`src/rtl/mux_select_arbiter_pkg.sv`:
```
// Shared types and constants for the mux select arbiter.
// Build option MUX_ARB_FIXED_PRIO_EN (see rr_pick) switches to fixed priority.
package mux_arb_pkg;

  typedef enum logic {IDLE, GRANT} arb_state_t;

  localparam int unsigned SEL_W        = 4;
  localparam logic [SEL_W-1:0] IDLE_SEL_DEF = 4'd9;
  localparam int unsigned MAX_NREQ     = 12;

  function automatic logic [MAX_NREQ-1:0] onehot(input logic [SEL_W-1:0] idx);
    onehot = MAX_NREQ'(1) << idx;
  endfunction

endpackage

```
`src/rtl/mux_select_arbiter_if.sv`:
```
// Requester/consumer bundle of the mux select arbiter; master is the arbiter side.
interface mux_select_arbiter_if #(
  parameter int unsigned NREQ = 12
);
  import mux_arb_pkg::*;

  logic [NREQ-1:0]  req;
  logic             out_ready;
  logic [SEL_W-1:0] sel;
  logic [NREQ-1:0]  grant;
  logic             out_valid;
  logic [NREQ-1:0]  ack;

  modport master (input req, out_ready, output sel, grant, out_valid, ack);
  modport slave  (output req, out_ready, input sel, grant, out_valid, ack);
endinterface

```
`src/rtl/mux_select_arbiter_rr_pick.sv`:
```
// Combinational winner search: round robin after last_owner_i, or lowest index
// first when MUX_ARB_FIXED_PRIO_EN is defined.
module rr_pick
  import mux_arb_pkg::*;
#(
  parameter int unsigned NREQ = 12
) (
  input  logic [NREQ-1:0]  req_i,
  input  logic [SEL_W-1:0] last_owner_i,
  output logic             found_o,
  output logic [SEL_W-1:0] winner_o
);

`ifdef MUX_ARB_FIXED_PRIO_EN
  logic unused_last_owner;
  assign unused_last_owner = ^last_owner_i;

  always_comb begin
    found_o  = 1'b0;
    winner_o = '0;
    for (int unsigned i = 0; i < NREQ; i++) begin
      if (!found_o && req_i[i]) begin
        found_o  = 1'b1;
        winner_o = SEL_W'(i);
      end
    end
  end
`else
  logic [SEL_W-1:0] idx;

  // Scan last+1 .. last+NREQ so the previous owner is considered last.
  always_comb begin
    found_o  = 1'b0;
    winner_o = '0;
    idx      = '0;
    for (int unsigned k = 1; k <= NREQ; k++) begin
      idx = SEL_W'((32'(last_owner_i) + k) % NREQ);
      if (!found_o && req_i[idx]) begin
        found_o  = 1'b1;
        winner_o = idx;
      end
    end
  end
`endif

endmodule

```
`src/rtl/mux_select_arbiter.sv`:
```
// Arbiter sharing the 12:1 result mux among NREQ requesters with burst limit and
// valid/ready paced beats. MUX_ARB_FIXED_PRIO_EN selects fixed priority in rr_pick.
module mux_select_arbiter
  import mux_arb_pkg::*;
#(
  parameter int unsigned      NREQ      = 12,
  parameter logic [SEL_W-1:0] IDLE_SEL  = IDLE_SEL_DEF,
  parameter int unsigned      MAX_BURST = 4
) (
  input logic                  clk,
  input logic                  rst_n,
  mux_select_arbiter_if.master bus
);

  arb_state_t       state_q, state_d;
  logic [SEL_W-1:0] sel_q, sel_d;
  logic [SEL_W-1:0] last_q, last_d;
  logic [NREQ-1:0]  grant_q, grant_d;
  logic [NREQ-1:0]  ack_q, ack_d;
  logic             valid_q, valid_d;
  logic [3:0]       cnt_q, cnt_d;

  logic             found;
  logic [SEL_W-1:0] winner;
  logic [SEL_W-1:0] pick_last;
  logic [MAX_NREQ-1:0] oh_win;
  logic             xfer, own_req, arbitrate;

  // While granted sel_q is the owner; searching after it gives zero-bubble handover.
  assign pick_last = (state_q == GRANT) ? sel_q : last_q;
  assign oh_win    = onehot(winner);

  rr_pick #(.NREQ(NREQ)) u_pick (
    .req_i        (bus.req),
    .last_owner_i (pick_last),
    .found_o      (found),
    .winner_o     (winner)
  );

  always_comb begin
    state_d   = state_q;
    sel_d     = sel_q;
    last_d    = last_q;
    grant_d   = grant_q;
    valid_d   = valid_q;
    cnt_d     = cnt_q;
    ack_d     = '0;
    arbitrate = 1'b0;
    xfer      = valid_q & bus.out_ready;
    own_req   = |(bus.req & grant_q);

    case (state_q)
      IDLE: arbitrate = 1'b1;
      GRANT: begin
        if (xfer) begin
          ack_d = grant_q;
          cnt_d = cnt_q + 4'd1;
          if (!(own_req && (cnt_q < 4'(MAX_BURST - 1)))) begin
            last_d    = sel_q;
            arbitrate = 1'b1;
          end
        end else if (!own_req) begin
          last_d    = sel_q;
          arbitrate = 1'b1;
        end
      end
      default: arbitrate = 1'b1;
    endcase

    if (arbitrate) begin
      if (found) begin
        state_d = GRANT;
        sel_d   = winner;
        grant_d = oh_win[NREQ-1:0];
        valid_d = 1'b1;
        cnt_d   = '0;
      end else begin
        state_d = IDLE;
        sel_d   = IDLE_SEL;
        grant_d = '0;
        valid_d = 1'b0;
      end
    end
  end

  always_ff @(posedge clk or negedge rst_n) begin
    if (!rst_n) begin
      state_q <= IDLE;
      sel_q   <= IDLE_SEL;
      last_q  <= SEL_W'(NREQ - 1);
      grant_q <= '0;
      ack_q   <= '0;
      valid_q <= 1'b0;
      cnt_q   <= '0;
    end else begin
      state_q <= state_d;
      sel_q   <= sel_d;
      last_q  <= last_d;
      grant_q <= grant_d;
      ack_q   <= ack_d;
      valid_q <= valid_d;
      cnt_q   <= cnt_d;
    end
  end

  assign bus.sel       = sel_q;
  assign bus.grant     = grant_q;
  assign bus.out_valid = valid_q;
  assign bus.ack       = ack_q;

endmodule
```
`src/flat_wrapper.sv`:
```
// flat-port wrapper written by rule: the top's interface ports become plain ports
module mux_select_arbiter_flat import mux_arb_pkg::*;
#(
  parameter int unsigned      NREQ      = 12,
  parameter logic [SEL_W-1:0] IDLE_SEL  = IDLE_SEL_DEF,
  parameter int unsigned      MAX_BURST = 4
)
  (clk, rst_n, bus_req, bus_out_ready, bus_sel, bus_grant, bus_out_valid, bus_ack);
  mux_select_arbiter_if #(.NREQ(NREQ)) bus_i ();
  input logic clk;
  input logic rst_n;
  input wire logic [$bits(bus_i.req)-1:0] bus_req;
  input wire logic [$bits(bus_i.out_ready)-1:0] bus_out_ready;
  output wire logic [$bits(bus_i.sel)-1:0] bus_sel;
  output wire logic [$bits(bus_i.grant)-1:0] bus_grant;
  output wire logic [$bits(bus_i.out_valid)-1:0] bus_out_valid;
  output wire logic [$bits(bus_i.ack)-1:0] bus_ack;
  assign bus_i.req = bus_req;
  assign bus_i.out_ready = bus_out_ready;
  assign bus_sel = bus_i.sel;
  assign bus_grant = bus_i.grant;
  assign bus_out_valid = bus_i.out_valid;
  assign bus_ack = bus_i.ack;
  mux_select_arbiter #(.NREQ(NREQ), .IDLE_SEL(IDLE_SEL), .MAX_BURST(MAX_BURST)) u_core (.clk(clk), .rst_n(rst_n), .bus(bus_i));
endmodule
```
`config.mk`:
```
export PLATFORM = sky130hd
export DESIGN_NAME = mux_select_arbiter_flat
export DESIGN_NICKNAME = d
export VERILOG_FILES = /design/src/rtl/mux_select_arbiter_pkg.sv /design/src/rtl/mux_select_arbiter_if.sv /design/src/rtl/mux_select_arbiter_rr_pick.sv /design/src/rtl/mux_select_arbiter.sv /design/src/flat_wrapper.sv
export SDC_FILE = /design/constraint.sdc
export NUM_CORES = 1
export LEC_CHECK = 0
export ABC_AREA = 0
export CAP_MARGIN = 40
export CORE_AREA = 5 5 172 91
export CTS_BUF_LIST = sky130_fd_sc_hd__clkbuf_2
export CTS_CLUSTER_SIZE = 30
export DETAILED_ROUTE_END_ITERATION = 10
export DIE_AREA = 0 0 177 96
export PLACE_DENSITY_LB_ADDON = 0.05
export SYNTH_ARGS = -nofsm -noshare
export SYNTH_HDL_FRONTEND = slang
export SYNTH_SLANG_ARGS = --single-unit
```
`constraint.sdc`:
```
create_clock -name clk -period 4.75 [get_ports clk]
set_clock_uncertainty 0.1 [all_clocks]
set_input_delay 1.1875 -clock clk [delete_from_list [all_inputs] [get_ports clk]]
set_output_delay 1.1875 -clock clk [all_outputs]
set_load 0.1 [all_outputs]
```
# Word-level counts from Yosys, hierarchy flattened

Index checks and enable logic that the tools add are counted.

Register bits after elaboration: 37
Bits in latches: 0
Memory bits (writable): 0
ROM bits: 0
Input bits: 15
Output and inout bits: 29
Word-level logic and storage cells: 140
Memories: 0

$add $sub $neg: 13
$mul: 0
Divide/modulo/power cells: 12
$lt $le $gt $ge: 13
Equality and inequality tests: 2
Shifts and indexed selects: 1
Mux-type cells: 65
Bitwise logic cells: 3
Reductions and logical operators: 25

Operators by type and width:

| cell                  | number |
|---|---|
| $mod 32x4->32 const B | 12 |
| $mux 4                | 21 |
| $lt 4x5->1 const B    | 12 |
| $bmux 1 s4            | 12 |
| $mux 12               | 3 |
| $mux 1                | 28 |
| $add 4x4->5 const B   | 5 |
| $add 4x3->5 const B   | 4 |
| $and 12x12->12        | 1 |
| $logic_and 1x1->1     | 12 |
| $reduce_or 12->1      | 1 |
| $shl 1x4->12 const A  | 1 |
| $logic_not 1->1       | 11 |
| $add 4x2->5 const B   | 2 |
| $add 4x1->5 const B   | 1 |
| $add 4x1->4 const B   | 1 |
| $lt 4x2->1 const B    | 1 |
| $reduce_and 3->1      | 1 |
| $ne 2x1->1 const B    | 1 |
| $ne 2x2->1 const B    | 1 |
| $pmux 1 s2            | 1 |
| $and 1x1->1           | 1 |
| $not 1->1             | 1 |

# Depth between registers and ports, before layout

Gate-level depths: netlist of the first run.

Word-level depth: 41
Depth in mapped cells: 24
Mapped depth without buffers: 19

# Hierarchy

Synthesis of the first run repeated with hierarchy kept, for this count alone.

Cells, all modules: 521
Area total of the unflattened synthesis: 4727.0 um2

Modules (own cells, without submodules):

| module             | times used | cells an instance | area an instance (um2) | seq. area each (um2) |
|---|---|---|---|---|
| rr_pick            | 1          | 390               | 3059.2                 | 0.0 |
| mux_select_arbiter | 1          | 131               | 1667.8                 | 932.1 |

# Worst setup path before layout of the first run

No wires, ideal clock.

Path kind: reg-to-reg
From: register u_core.state_q
To: register u_core.grant_q[10], in the netlist u_core.bus.grant[10]
Setup time: 123 ps
Data arrival time: 5687 ps
Data required time: 4527 ps
Setup slack: -1160 ps
Cell stages (with the launch flop): 22
Buffers on the path: 3
Clock period less this slack: 5910 ps
Cell sequence: dfrtp_1 -> buf_6 -> mux2i_4 -> inv_2 -> ha_1 -> clkbuf_1 -> a21o_1 -> ha_1 -> a311oi_1 -> a21o_1 -> ha_1 -> a2111oi_2 -> o311ai_1 -> mux2i_1 -> o21bai_1 -> a2111oi_4 -> nand2_1 -> nor3_1 -> or2_2 -> clkbuf_2 -> a21oi_4 -> a32o_2

Longest elaborated chain between the ends: 41
Elaborated cells on any way between the ends: 101
Those cells by class: add/sub: 12; div: 12; shift: 1; mux: 52; bitwise: 2; reduce/logical: 22

RTL lines:

| element                      | RTL line                         | text |
|---|---|---|
| from (decl)                  | mux_select_arbiter.sv:15         | `arb_state_t state_q, state_d;` |
| from (signal assigned)       | mux_select_arbiter.sv:96         | `state_q <= state_d;` |
| $mux 4                       | mux_select_arbiter.sv:30         | `assign pick_last = (state_q == GRANT) ? sel_q : last_q;` |
| $add 4x1->5                  | mux_select_arbiter_rr_pick.sv:37 | `idx = SEL_W'((32'(last_owner_i) + k) % NREQ);` |
| $mod 32x4->32                | mux_select_arbiter_rr_pick.sv:37 |  |
| $bmux 1 s4                   | mux_select_arbiter_rr_pick.sv:38 | `if (!found_o && req_i[idx]) begin` |
| $mux 1 (not written as such) | mux_select_arbiter_rr_pick.sv:38 |  |
| $mux 1                       | mux_select_arbiter_rr_pick.sv:38 |  |
| $logic_not 1->1              | mux_select_arbiter_rr_pick.sv:38 |  |
| $logic_and 1x1->1            | mux_select_arbiter_rr_pick.sv:38 |  |
| [... 25 more ...]            | n/a                              |  |
| $logic_not 1->1              | mux_select_arbiter_rr_pick.sv:38 |  |
| $logic_and 1x1->1            | mux_select_arbiter_rr_pick.sv:38 |  |
| $mux 1                       | mux_select_arbiter_rr_pick.sv:38 |  |
| $logic_not 1->1              | mux_select_arbiter_rr_pick.sv:38 |  |
| $logic_and 1x1->1            | mux_select_arbiter_rr_pick.sv:38 |  |
| $mux 4                       | mux_select_arbiter_rr_pick.sv:38 |  |
| $shl 1x4->12                 | mux_select_arbiter_pkg.sv:12     | `onehot = MAX_NREQ'(1) << idx;` |
| $mux 12                      | mux_select_arbiter.sv:71         | `if (found) begin` |
| to (signal assigned)         | mux_select_arbiter.sv:99         | `grant_q <= grant_d;` |
| to (decl)                    | mux_select_arbiter.sv:18         | `logic [NREQ-1:0] grant_q, grant_d;` |

Parallel ways exist; a longest one is shown, timed or not. The select of a mux whose other input is x is not followed.
A chain may end at the register's enable or synchronous reset.

# Worst setup path in the final report of the first run

From: register u_core.state_q
To: register u_core.grant_q[5], in the netlist u_core.bus.grant[5]

The elaborated chain is that of the path after synthesis.

==> out/qor.csv, run 1 <==
stage;metric;value;unit
setup_path;critical_path.most_common_cell;buf_4;
cts;clockRootBuffer;clkbuf_2;
drt;drt_iter0_drc;582;
drt;route.antenna.remaining_nets;0;
timing;slew_violations;0;
logic_synthesis;syn_inst;560;
timing;setup_violations;7;
logic_synthesis;syn_nets;610;
setup_path;path_class;reg -> reg;
logic_synthesis;ys_types;90;
setup_path;cp-end-kind;flop;
cells_and_area;fillers;1270;
timing;grt_setup_unrepaired;true;
logic_synthesis;synth_compound_area_share;26.1;%
setup_path;crit_fanout;6;
drt;vias;5599;
cts;clock-sinks;37;
setup_path;reg2reg_from;u_core.state_q;
timing;final.period_utilization;101;%
run_status;status;complete, but fails checks;
cells_and_area;final_nets;829;
logic_synthesis;synth_top_area_share;16.7;%
setup_path;crit_required;5000;ps
placement;hpwlAfterDp;16700;µm
logic_synthesis;ys_ff_latch;37;
cells_and_area;area_growth;62.7;%
die;die-width;177;µm
setup_path;reg2reg_depth;19;
timing;timing.fmax;209;MHz
logic_synthesis;synth_top_family_by_area;compound AO/OA/AOI/OAI gates;
global_routing;gr-total-overflow;0;
placement;dp_worst_setup_slack;-353;ps
die;die_h;96;µm
logic_synthesis;ys.flop_type;dfrtp_1;
setup_path;crit_chain;mux2i_4 > buf_4 > ha_2 > a21o_1 > buf_4 > a311oi_2 > a21o_1 > ha_4 > or3_1 > o311ai_4 > buf_4 > nor4_4 > o21bai_4 > a2111oi_4 > buf_4 > buf_4 > nand4_1 > a31o_2 > o41ai_1;
cts;h-tree-depth;2;
setup_path;reg2reg_to;u_core.bus.grant[5];
logic_synthesis;synth-seq-area-share;19.5;%
logic_synthesis;synth.most_common_cell;nand2_1;
die;top_level_ports;44;
logic_synthesis;synth-edff-count;0;
cts;cts_tree;done;
cts;cts_hold_buf;0;
global_routing;grt_max_degree;30;
global_routing;grt_pass1_vias;5355;
timing;whs;425;ps
cts;cts_buffer_depth;2;
global_routing;grt_pass1_wl;31200;µm
timing;tightestPinTransition;762;ps
logic_synthesis;synth-xor-area-share;3.06;%
logic_synthesis;netlist_top_cells_count;nand2_1 (49), mux2i_1 (42), ha_1 (35), nor2_1 (35), dfrtp_1 (32);
run_status;violations;negative setup slack;
timing;fin_crit;4780;ps
placement;portBuffers;43;
min_path;holdCritPathClass;in -> async;
die;dieArea;17000;µm²
setup_path;cp_slowest_stage_delay;550;ps
global_routing;antenna_found_initial;1;
drt;post_drt_wl_per_cell;21.3;µm
die;initial_utilization;34.1;%
drt;dr.pass1.iters;5;
setup_path;crit_path_end;u_core.bus.grant[5];
timing;finalHoldViolCount;0;
die;rows;31;
cells_and_area;post-route-util;55.5;%
flow_run;maxCapViolations;0;
setup_path;crit_slowest_cell;dfrtp_4;
timing;slew_headroom;49.2;%
setup_path;arrival;5030;ps
logic_synthesis;synthArstFlopShare;100;%
cts;numCtsBuffers;5;
setup_path;critPathLaunch;u_core.state_q;
logic_synthesis;synth_top_cell_by_area;dfrtp_1;
logic_synthesis;syn_area_per_cell;8.55;µm²
drt;viasPerCell;5.72;
placement;numPlacedInstances;953;
placement;place_congestion;0.991;
cells_and_area;fin_cells;979;
drt;wl;20900;µm
setup_path;startpoint_type;flop;
logic_synthesis;synth_fa_ha_area_share;9.15;%
logic_synthesis;synth.area.top_cells;dfrtp_1 (17%), ha_1 (9.1%), mux2i_1 (8.8%);
die;core_area;14000;µm²
cells_and_area;drive_above_1_share;42.1;%
logic_synthesis;yosysWarnings;0;
setup_path;rrSetupSlack;-30;ps
cts;clkTransAtPathRegs;250;ps
global_routing;grt_use_total;24.2;%
timing;timing.final.ws_setup;-28.8;ps
logic_synthesis;synthMuxAreaShare;14.4;%
drt;drc;0;
logic_synthesis;synth_area;4790;µm²
logic_synthesis;yosys.area_share.simple;24.1;%
cts;worstSkewPairLatency;460;ps
[logic make-up (layout without fill, tap and decap cells)]
group / after synthesis / in the layout
compound gates: 159 / 159
other cells: 0 / 1
flops: 37 / 37
mux: 60 / 60
fa+ha+maj: 35 / 35
buf+inv: 40 / 260
xor+xnor: 15 / 15
simple gates: 214 / 214
[final cells by class]
class / count / area (µm²) / share of cell area (%)
multi-input cells: 483 / 4220 / 54.2
repair buffers: 234 / 2240 / 28.8
flip-flops and latches: 37 / 942 / 12.1
well taps: 198 / 248 / 3.18
inverters: 18 / 70.1 / 0.899
clock inverters: 3 / 41.3 / 0.530
clock buffers: 5 / 25.0 / 0.321
diodes: 1 / 2.50 / 0.0321
[timing repair]
action | CTS | global route
resized for setup | 32 | 48
pin swaps | 12 | 10
buffers inserted | 10 | 7
endpoints found under the setup margin | 19 | 20
[cells in the final DEF (no fill, tap or decap), drive strengths merged, types with 10 or more instances in the layout]
cell,count
clkdlybuf4s50,42
o31ai,10
nor2,35
and2,11
nor2b,12
nand3,16
inv,18
nor3,15
dfrtp,32
ha,35
a21oi,22
nand2,49
o21ai,27
buf,192
mux2i,44
and3,19
mux2,12
xnor2,10
[state kept, by name (all words and copies together) (netlist names)]
| register | flops |
|---|---|
| u_core.last_q | 4 |
| u_core.bus.ack | 12 |
| u_core.cnt_q | 4 |
| u_core.bus.sel | 4 |
| u_core.state_q | 1 |
| u_core.bus.grant | 12 |
[stage by stage]
| stage | TNS (ps) | area [µm²] |
|---|---|---|
| 2_1_floorplan | -1910 | 4980 |
| 3_3_place_gp | -2200 | 6640 |
| 3_5_place_dp | -3950 | 7200 |
| 4_1_cts | -41.2 | 7500 |
| 5_1_grt | -3270 | 7790 |
| 6_report | -131 | 7790 |
[critical path: cells and delay by family (launching register included)]
kind | cells | cell delay (ps)
buffers and inverters | 5 | 840
flip-flops | 1 | 550
AO/OA/AOI/OAI | 8 | 1840
adder cells (fa/ha/maj) | 2 | 400
AND/OR/NAND/NOR | 3 | 610
multiplexers | 1 | 360
[metal layers]
layer	GRT usage [%]	share of wire, %	vias up
met2	33.3	39	206
met4	1.80	0.44	0
met3	7.61	9.5	10
met5	0	0	-
li1	-	-	2621
met1	37.7	51	2762
[how the worst min path moves through the flow]
stage	start	endpoint	cells past startpoint
final	rst_n	u_core.bus.grant[3]	1
after global routing	rst_n	u_core.bus.ack[6]	1
after CTS	rst_n	u_core.bus.ack[3]	1
after detailed placement	u_core.cnt_q[1]	u_core.cnt_q[1]	2
after global placement	u_core.bus.grant[4]	u_core.bus.grant[4]	2
after floorplan	u_core.last_q[3]	u_core.last_q[3]	2
Power of run 1 is left out: the tool's default activity adds up to more than one toggle a clock period on the data nets, which glitch-free logic cannot reach.
==> run 2: changes to the inputs <==
--- a/config.mk
+++ b/config.mk
@@ -7,11 +7,11 @@
 export LEC_CHECK = 0
 export ABC_AREA = 0
 export CAP_MARGIN = 40
-export CORE_AREA = 5 5 172 91
+export CORE_AREA = 5 5 132 71
 export CTS_BUF_LIST = sky130_fd_sc_hd__clkbuf_2
 export CTS_CLUSTER_SIZE = 30
 export DETAILED_ROUTE_END_ITERATION = 10
-export DIE_AREA = 0 0 177 96
+export DIE_AREA = 0 0 137 76
 export PLACE_DENSITY_LB_ADDON = 0.05
 export SYNTH_ARGS = -nofsm -noshare
 export SYNTH_HDL_FRONTEND = slang
==> constraint.sdc (replaced) <==
create_clock -name clk -period 4.52 [get_ports clk]
set_clock_uncertainty 0.1 [all_clocks]
set_input_delay 1.13 -clock clk [delete_from_list [all_inputs] [get_ports clk]]
set_output_delay 1.13 -clock clk [all_outputs]
set_load 0.1 [all_outputs]
==> out/qor.csv, run 2 <==
stage;metric;value;unit
placement;hpwlAfterDp;17400;µm
logic_synthesis;ys_ff_latch;37;
logic_synthesis;synth.most_common_cell;nand2_1;
logic_synthesis;synth.area.top_cells;dfrtp_1 (17%), ha_1 (9.1%), mux2i_1 (8.8%);
die;top_level_ports;44;
run_status;error;[ERROR GRT-0232] Routing congestion too high. Check the congestion heatmap in the GUI.;
logic_synthesis;synth_top_area_share;16.7;%
placement;portBuffers;43;
global_routing;gr-total-overflow;58;
logic_synthesis;synthArstFlopShare;100;%
cts;clockRootBuffer;clkbuf_2;
run_status;status;stopped before the end;
logic_synthesis;synth-seq-area-share;19.5;%
logic_synthesis;yosysWarnings;0;
placement;place_congestion;1.03;
die;rows;24;
placement;dpl-instance-area;7090;µm²
global_routing;grt_use_total;76.0;%
cts;numCtsBuffers;5;
logic_synthesis;synth-edff-count;0;
placement;dp_worst_setup_slack;-725;ps
run_status;lastStage;global routing (5_1_grt);
logic_synthesis;netlist_top_cells_count;nand2_1 (49), mux2i_1 (42), ha_1 (35), nor2_1 (35), dfrtp_1 (32);
cts;clock-sinks;37;
logic_synthesis;ys_types;90;
die;initial_utilization;58.0;%
logic_synthesis;ys.flop_type;dfrtp_1;
global_routing;grt_max_degree;38;
die;die-width;137;µm
logic_synthesis;syn_inst;560;
die;die_h;76;µm
logic_synthesis;syn_nets;610;
logic_synthesis;synth_top_cell_by_area;dfrtp_1;
logic_synthesis;synth_area;4790;µm²
cts;h-tree-depth;2;
cts;cts_buffer_depth;2;
logic_synthesis;syn_area_per_cell;8.55;µm²
## run 2: cells by family after synthesis
kind of cell,after synthesis,share of synthesized area [%]
muxes,60,14.4
adders and majority gates,35,9.15
AOI/OAI and AO/OA,159,26.1
DFF,37,19.5
buffers and inverters,40,3.68
and+or+nand+nor,214,24.1
xor gates and xnor gates,15,3.06
## run 2: per-stage QoR
step                instances  setup TNS, ps  hold slack (ps)
detailed placement        886         -10320              452
CTS                       930          -3860              486
global placement          857          -3490              435
floorplan                 560          -5340              396
## run 2: what timing repair did
item,CTS
gates resized for setup,102
hold buffers,0
setup buffers,36
pin swaps,29
setup endpoints to repair,21
## run 2: metal layers
| layer | overflow | global-route usage [%] |
|---|---|---|
| met5 | 0 | 26.3 |
| met4 | 26 | 70.3 |
| met3 | 0 | 68.5 |
| met2 | 32 | 85.9 |
| met1 | 0 | 78.6 |
==> run 3: changes to the inputs <==
--- a/config.mk
+++ b/config.mk
@@ -7,12 +7,10 @@
 export LEC_CHECK = 0
 export ABC_AREA = 0
 export CAP_MARGIN = 40
-export CORE_AREA = 5 5 132 71
-export CTS_BUF_LIST = sky130_fd_sc_hd__clkbuf_2
-export CTS_CLUSTER_SIZE = 30
+export CORE_AREA = 5 5 116 118
 export DETAILED_ROUTE_END_ITERATION = 10
-export DIE_AREA = 0 0 137 76
-export PLACE_DENSITY_LB_ADDON = 0.05
+export DIE_AREA = 0 0 121 123
+export PLACE_DENSITY_LB_ADDON = 0.15
 export SYNTH_ARGS = -nofsm -noshare
 export SYNTH_HDL_FRONTEND = slang
 export SYNTH_SLANG_ARGS = --single-unit
==> out/qor.csv, run 3 (synthesis results as in run 1) <==
stage;metric;value;unit
setup_path;critical_path.most_common_cell;ha_4;
global_routing;use_met3;3.34;%
cts;cts_buffer_depth;2;
timing;timing.fmax;212;MHz
global_routing;gr-total-overflow;0;
cells_and_area;area_growth;76.9;%
setup_path;cp_slowest_stage_delay;490;ps
run_status;status;complete, but fails checks;
die;die_h;123;µm
setup_path;path_class;reg -> reg;
timing;tightestPinTransition;799;ps
timing;whs;459;ps
die;dieArea;14900;µm²
drt;route.antenna.remaining_nets;0;
setup_path;crit_chain;mux2i_4 > inv_4 > buf_6 > ha_4 > a21o_4 > ha_4 > a311oi_2 > a21o_1 > ha_4 > nor2_4 > o311ai_4 > mux2i_4 > o21bai_4 > a2111oi_4 > buf_4 > buf_4 > nand2_2 > nor3_4 > or2_4 > a21oi_4 > a32o_2;
global_routing;grt_util_met1;33.9;%
global_routing;grt_pass1_wl;31700;µm
global_routing;busiest_layer;met2;
cts;clock-sinks;37;
setup_path;crit_buf_inv;4;
cells_and_area;seq_area;942;µm²
drt;dr.pass1.iters;5;
setup_path;crit_fanout;5;
cells_and_area;final_nets;885;
timing;timing.final.ws_setup;-200;ps
setup_path;crit_required;4580;ps
cts;cts_tree;done;
cells_and_area;final_common_cell;buf_4;
global_routing;grt_pass1_vias;5956;
cts;numCtsBuffers;5;
die;rows;41;
cells_and_area;fillers;994;
run_status;violations;negative setup slack;
cts;clockRootBuffer;clkbuf_16;
timing;grt_setup_unrepaired;true;
cts;h-tree-depth;2;
cells_and_area;multi_input_area;4510;µm²
placement;hpwlAfterDp;15800;µm
setup_path;arrival;4780;ps
cells_and_area;drive_above_1_share;50.0;%
timing;final.period_utilization;104;%
die;core_area;12400;µm²
die;die-width;121;µm
drt;vias;5732;
placement;place_congestion;1.03;
drt;viasPerCell;5.69;
setup_path;crit_family;compound AO/OA/AOI/OAI gates;
global_routing;gr-usage-met2;48.4;%
drt;post_drt_wl_per_cell;19.9;µm
setup_path;startpoint_type;flop;
global_routing;antenna_found_initial;0;
cells_and_area;n_antenna_cell;0;
timing;slew_violations;0;
setup_path;cp-end-kind;flop;
timing;fin_crit;4720;ps
global_routing;grt_max_degree;38;
setup_path;crit_slowest_cell;dfrtp_4;
global_routing;grt_use_total;27.1;%
cts;worstSkewPairLatency;280;ps
drt;drc;0;
timing;slew_headroom;46.8;%
die;top_level_ports;44;
flow_run;maxCapViolations;0;
min_path;holdCritPathClass;reg -> reg;
timing;finalHoldViolCount;0;
die;initial_utilization;38.7;%
placement;portBuffers;43;
drt;drt_iter0_drc;368;
timing;setup_violations;20;
drt;wl;20100;µm
cells_and_area;final_cell_mix;buf_4 (202), nand2_1 (46), clkdlybuf4s50_1 (42), mux2i_1 (37);
cts;clkTransAtPathRegs;60;ps
## run 3: per-stage QoR
stage	cells	cell area [µm²]	TNS, ps	setup slack, ps	utilization [%]
after floorplan	560	4990	-5340	-422	-
after global placement	929	6830	-4680	-321	55.3
after detailed placement	958	7270	-6830	-429	58.8
after CTS	996	8100	-1450	-176	65.5
after global routing	1008	8470	-5820	-374	68.5
final	1008	8470	-2300	-200	68.5
## run 3: worst reg2reg max path, stage by stage (launching register included)
cell and delay [ps]:
dfrtp_4 490, mux2i_4 380, inv_4 70, buf_6 140, ha_4 160, a21o_4 200, ha_4 170, a311oi_2 190
a21o_1 160, ha_4 180, nor2_4 50, o311ai_4 360, mux2i_4 340, o21bai_4 90, a2111oi_4 300, buf_4 210
buf_4 120, nand2_2 60, nor3_4 290, or2_4 210, a21oi_4 50, a32o_2 270
## run 3: area by class of cell
| class | instances | share of cell area (%) |
|---|---|---|
| inverters | 18 | 0.827 |
| clock inverters | 1 | 0.0886 |
| multi-input cells | 483 | 53.2 |
| clock buffers | 7 | 1.68 |
| repair buffers | 290 | 30.5 |
| well taps | 172 | 2.54 |
| flip-flops and latches | 37 | 11.1 |
## run 3: what timing repair did
item,in CTS,in global routing
hold buffers,0,0
gates resized for setup,90,61
pin swaps,26,29
endpoints found under the setup margin,21,21
setup buffers,30,14
## run 3: worst paths after layout
kind	endpoint	startpoint	cells after the start	slack, ps
max	u_core.bus.grant[10]	u_core.state_q	21	-200
min	u_core.bus.grant[7]	u_core.bus.grant[7]	2	460
max reg2reg	u_core.bus.grant[10]	u_core.state_q	21	-200
min reg2reg	u_core.bus.grant[7]	u_core.bus.grant[7]	2	460
max in group asynchronous	u_core.state_q	rst_n	1	2890
min in group asynchronous	u_core.cnt_q[1]	rst_n	1	840
## run 3: routing by layer
metal  vias to the layer above  routed length, µm
li1                       2720                  -
met1                      2794               8420
met2                       175              10100
met3                        43                890
met4                         0                691
met5                         -                  0
Power of run 3 is left out for the same reason.
==> run 4: changes to the inputs <==
--- a/config.mk
+++ b/config.mk
@@ -8,6 +8,7 @@
 export ABC_AREA = 0
 export CAP_MARGIN = 40
 export CORE_AREA = 5 5 116 118
+export CTS_BUF_LIST = sky130_fd_sc_hd__clkbuf_8 sky130_fd_sc_hd__clkbuf_16
 export DETAILED_ROUTE_END_ITERATION = 10
 export DIE_AREA = 0 0 121 123
 export PLACE_DENSITY_LB_ADDON = 0.15
==> out/qor.csv, run 4 (synthesis results as in run 1) <==
stage;metric;value;unit
cells_and_area;final_nets;885;
cts;clockRootBuffer;clkbuf_16;
cts;cts_hold_buf;0;
cells_and_area;area_growth;77.0;%
drt;viasPerCell;5.70;
timing;setup_violations;20;
min_path;holdCritPathClass;reg -> reg;
setup_path;crit_slowest_cell;dfrtp_4;
setup_path;arrival;4770;ps
run_status;status;complete, but fails checks;
timing;timing.final.ws_setup;-196;ps
drt;dr.pass1.iters;5;
cells_and_area;final_common_cell;buf_4;
die;die-width;121;µm
cells_and_area;n_antenna_cell;0;
placement;hpwlAfterDp;15800;µm
drt;drc;0;
placement;place_congestion;1.03;
placement;numPlacedInstances;958;
setup_path;crit_path_end;u_core.bus.grant[10];
global_routing;gr-total-overflow;0;
cts;clock-sinks;37;
cts;clkTransAtPathRegs;60;ps
cts;worstSkewPairLatency;280;ps
global_routing;grt_use_total;27.1;%
placement;dpl-instance-area;7270;µm²
timing;grt_setup_unrepaired;true;
drt;vias;5750;
die;top_level_ports;44;
cts;h-tree-depth;2;
timing;slew_headroom;46.3;%
setup_path;rrSetupSlack;-200;ps
setup_path;path_class;reg -> reg;
die;die_h;123;µm
placement;dp_worst_setup_slack;-429;ps
timing;finalHoldViolCount;0;
flow_run;maxCapViolations;0;
global_routing;grt_pass1_vias;5949;
cells_and_area;stdcell_area;8480;µm²
timing;slew_violations;0;
setup_path;reg2reg_from;u_core.state_q;
setup_path;crit_required;4580;ps
cells_and_area;fin_cells;1008;
timing;timing.fmax;212;MHz
drt;drt_iter0_drc;377;
drt;wl;20100;µm
die;initial_utilization;38.7;%
die;rows;41;
cts;numCtsBuffers;5;
setup_path;reg2reg_to;u_core.bus.grant[10];
placement;portBuffers;43;
global_routing;antenna_found_initial;0;
setup_path;cp-end-kind;flop;
timing;whs;459;ps
cts;cts_tree;done;
cts;cts_buffer_depth;2;
setup_path;critPathLaunch;u_core.state_q;
global_routing;grt_max_degree;38;
die;dieArea;14900;µm²
timing;tightestPinTransition;805;ps
die;core_area;12400;µm²
setup_path;cp_slowest_stage_delay;490;ps
drt;route.antenna.remaining_nets;0;
cells_and_area;final_cell_mix;buf_4 (202), nand2_1 (46), clkdlybuf4s50_1 (42), mux2i_1 (37);
timing;final.period_utilization;104;%
drt;post_drt_wl_per_cell;19.9;µm
cells_and_area;drive_above_1_share;50.1;%
run_status;violations;negative setup slack;
setup_path;crit_fanout;5;
setup_path;crit_chain;mux2i_4 > inv_4 > buf_6 > ha_4 > a21o_4 > ha_4 > a311oi_2 > a21o_1 > ha_4 > nor2_4 > o311ai_4 > mux2i_4 > o21bai_4 > a2111oi_4 > buf_4 > buf_4 > nand2_2 > nor3_4 > or2_4 > a21oi_4 > a32o_2;
timing;fin_crit;4720;ps
setup_path;critical_path.most_common_cell;ha_4;
setup_path;reg2reg_depth;21;
global_routing;grt_pass1_wl;31800;µm
setup_path;startpoint_type;flop;
run 4: metal layers:
metal  wire [µm]  vias to the layer above  GRT usage [%]
met2       10100                      191           48.3
met4         736                        0           9.42
li1            -                     2714              -
met3         909                       47           3.34
met5           0                        -              0
met1        8380                     2798           34.0
run 4: what timing repair did:
action / in CTS / in global routing
gates resized for setup: 90 / 62
setup buffers: 30 / 14
endpoints found under the setup margin: 21 / 21
pin swaps: 26 / 29
run 4: layout make-up:
class | instances | area (µm²)
Inverter | 18 | 70.1
Multi-Input combinational cell | 483 | 4520
Clock buffer | 6 | 139
Timing Repair Buffer | 290 | 2580
Sequential cell | 37 | 942
Clock inverter | 2 | 11.3
Tap cell | 172 | 215
Fill cell | 993 | 3890
run 4: worst min-delay path by stage:
stage / startpoint / to / cells past startpoint
CTS: u_core.bus.grant[4] / u_core.bus.grant[4] / 2
global route: u_core.bus.grant[4] / u_core.bus.grant[4] / 2
floorplan: u_core.last_q[3] / u_core.last_q[3] / 2
global placement: u_core.bus.grant[4] / u_core.bus.grant[4] / 2
detailed placement: u_core.bus.grant[4] / u_core.bus.grant[4] / 2
finish: u_core.bus.grant[7] / u_core.bus.grant[7] / 2
run 4: worst max-delay path: cells and delay by family, from the launching register on:
| kind | cells | cell delay (ps) |
|---|---|---|
| mux | 2 | 710 |
| buf+inv | 4 | 540 |
| compound gates | 8 | 1610 |
| simple gates | 4 | 610 |
| flops | 1 | 490 |
| fa+ha+maj | 3 | 510 |
run 4: through the flow:
stage / setup TNS (ps) / utilization (%)
after floorplan: -5340 / -
after global placement: -4680 / 55.3
after detailed placement: -6830 / 58.8
after CTS: -1450 / 65.5
after global routing: -5780 / 68.6
final: -2170 / 68.6
Power of run 4 is left out for the same reason.
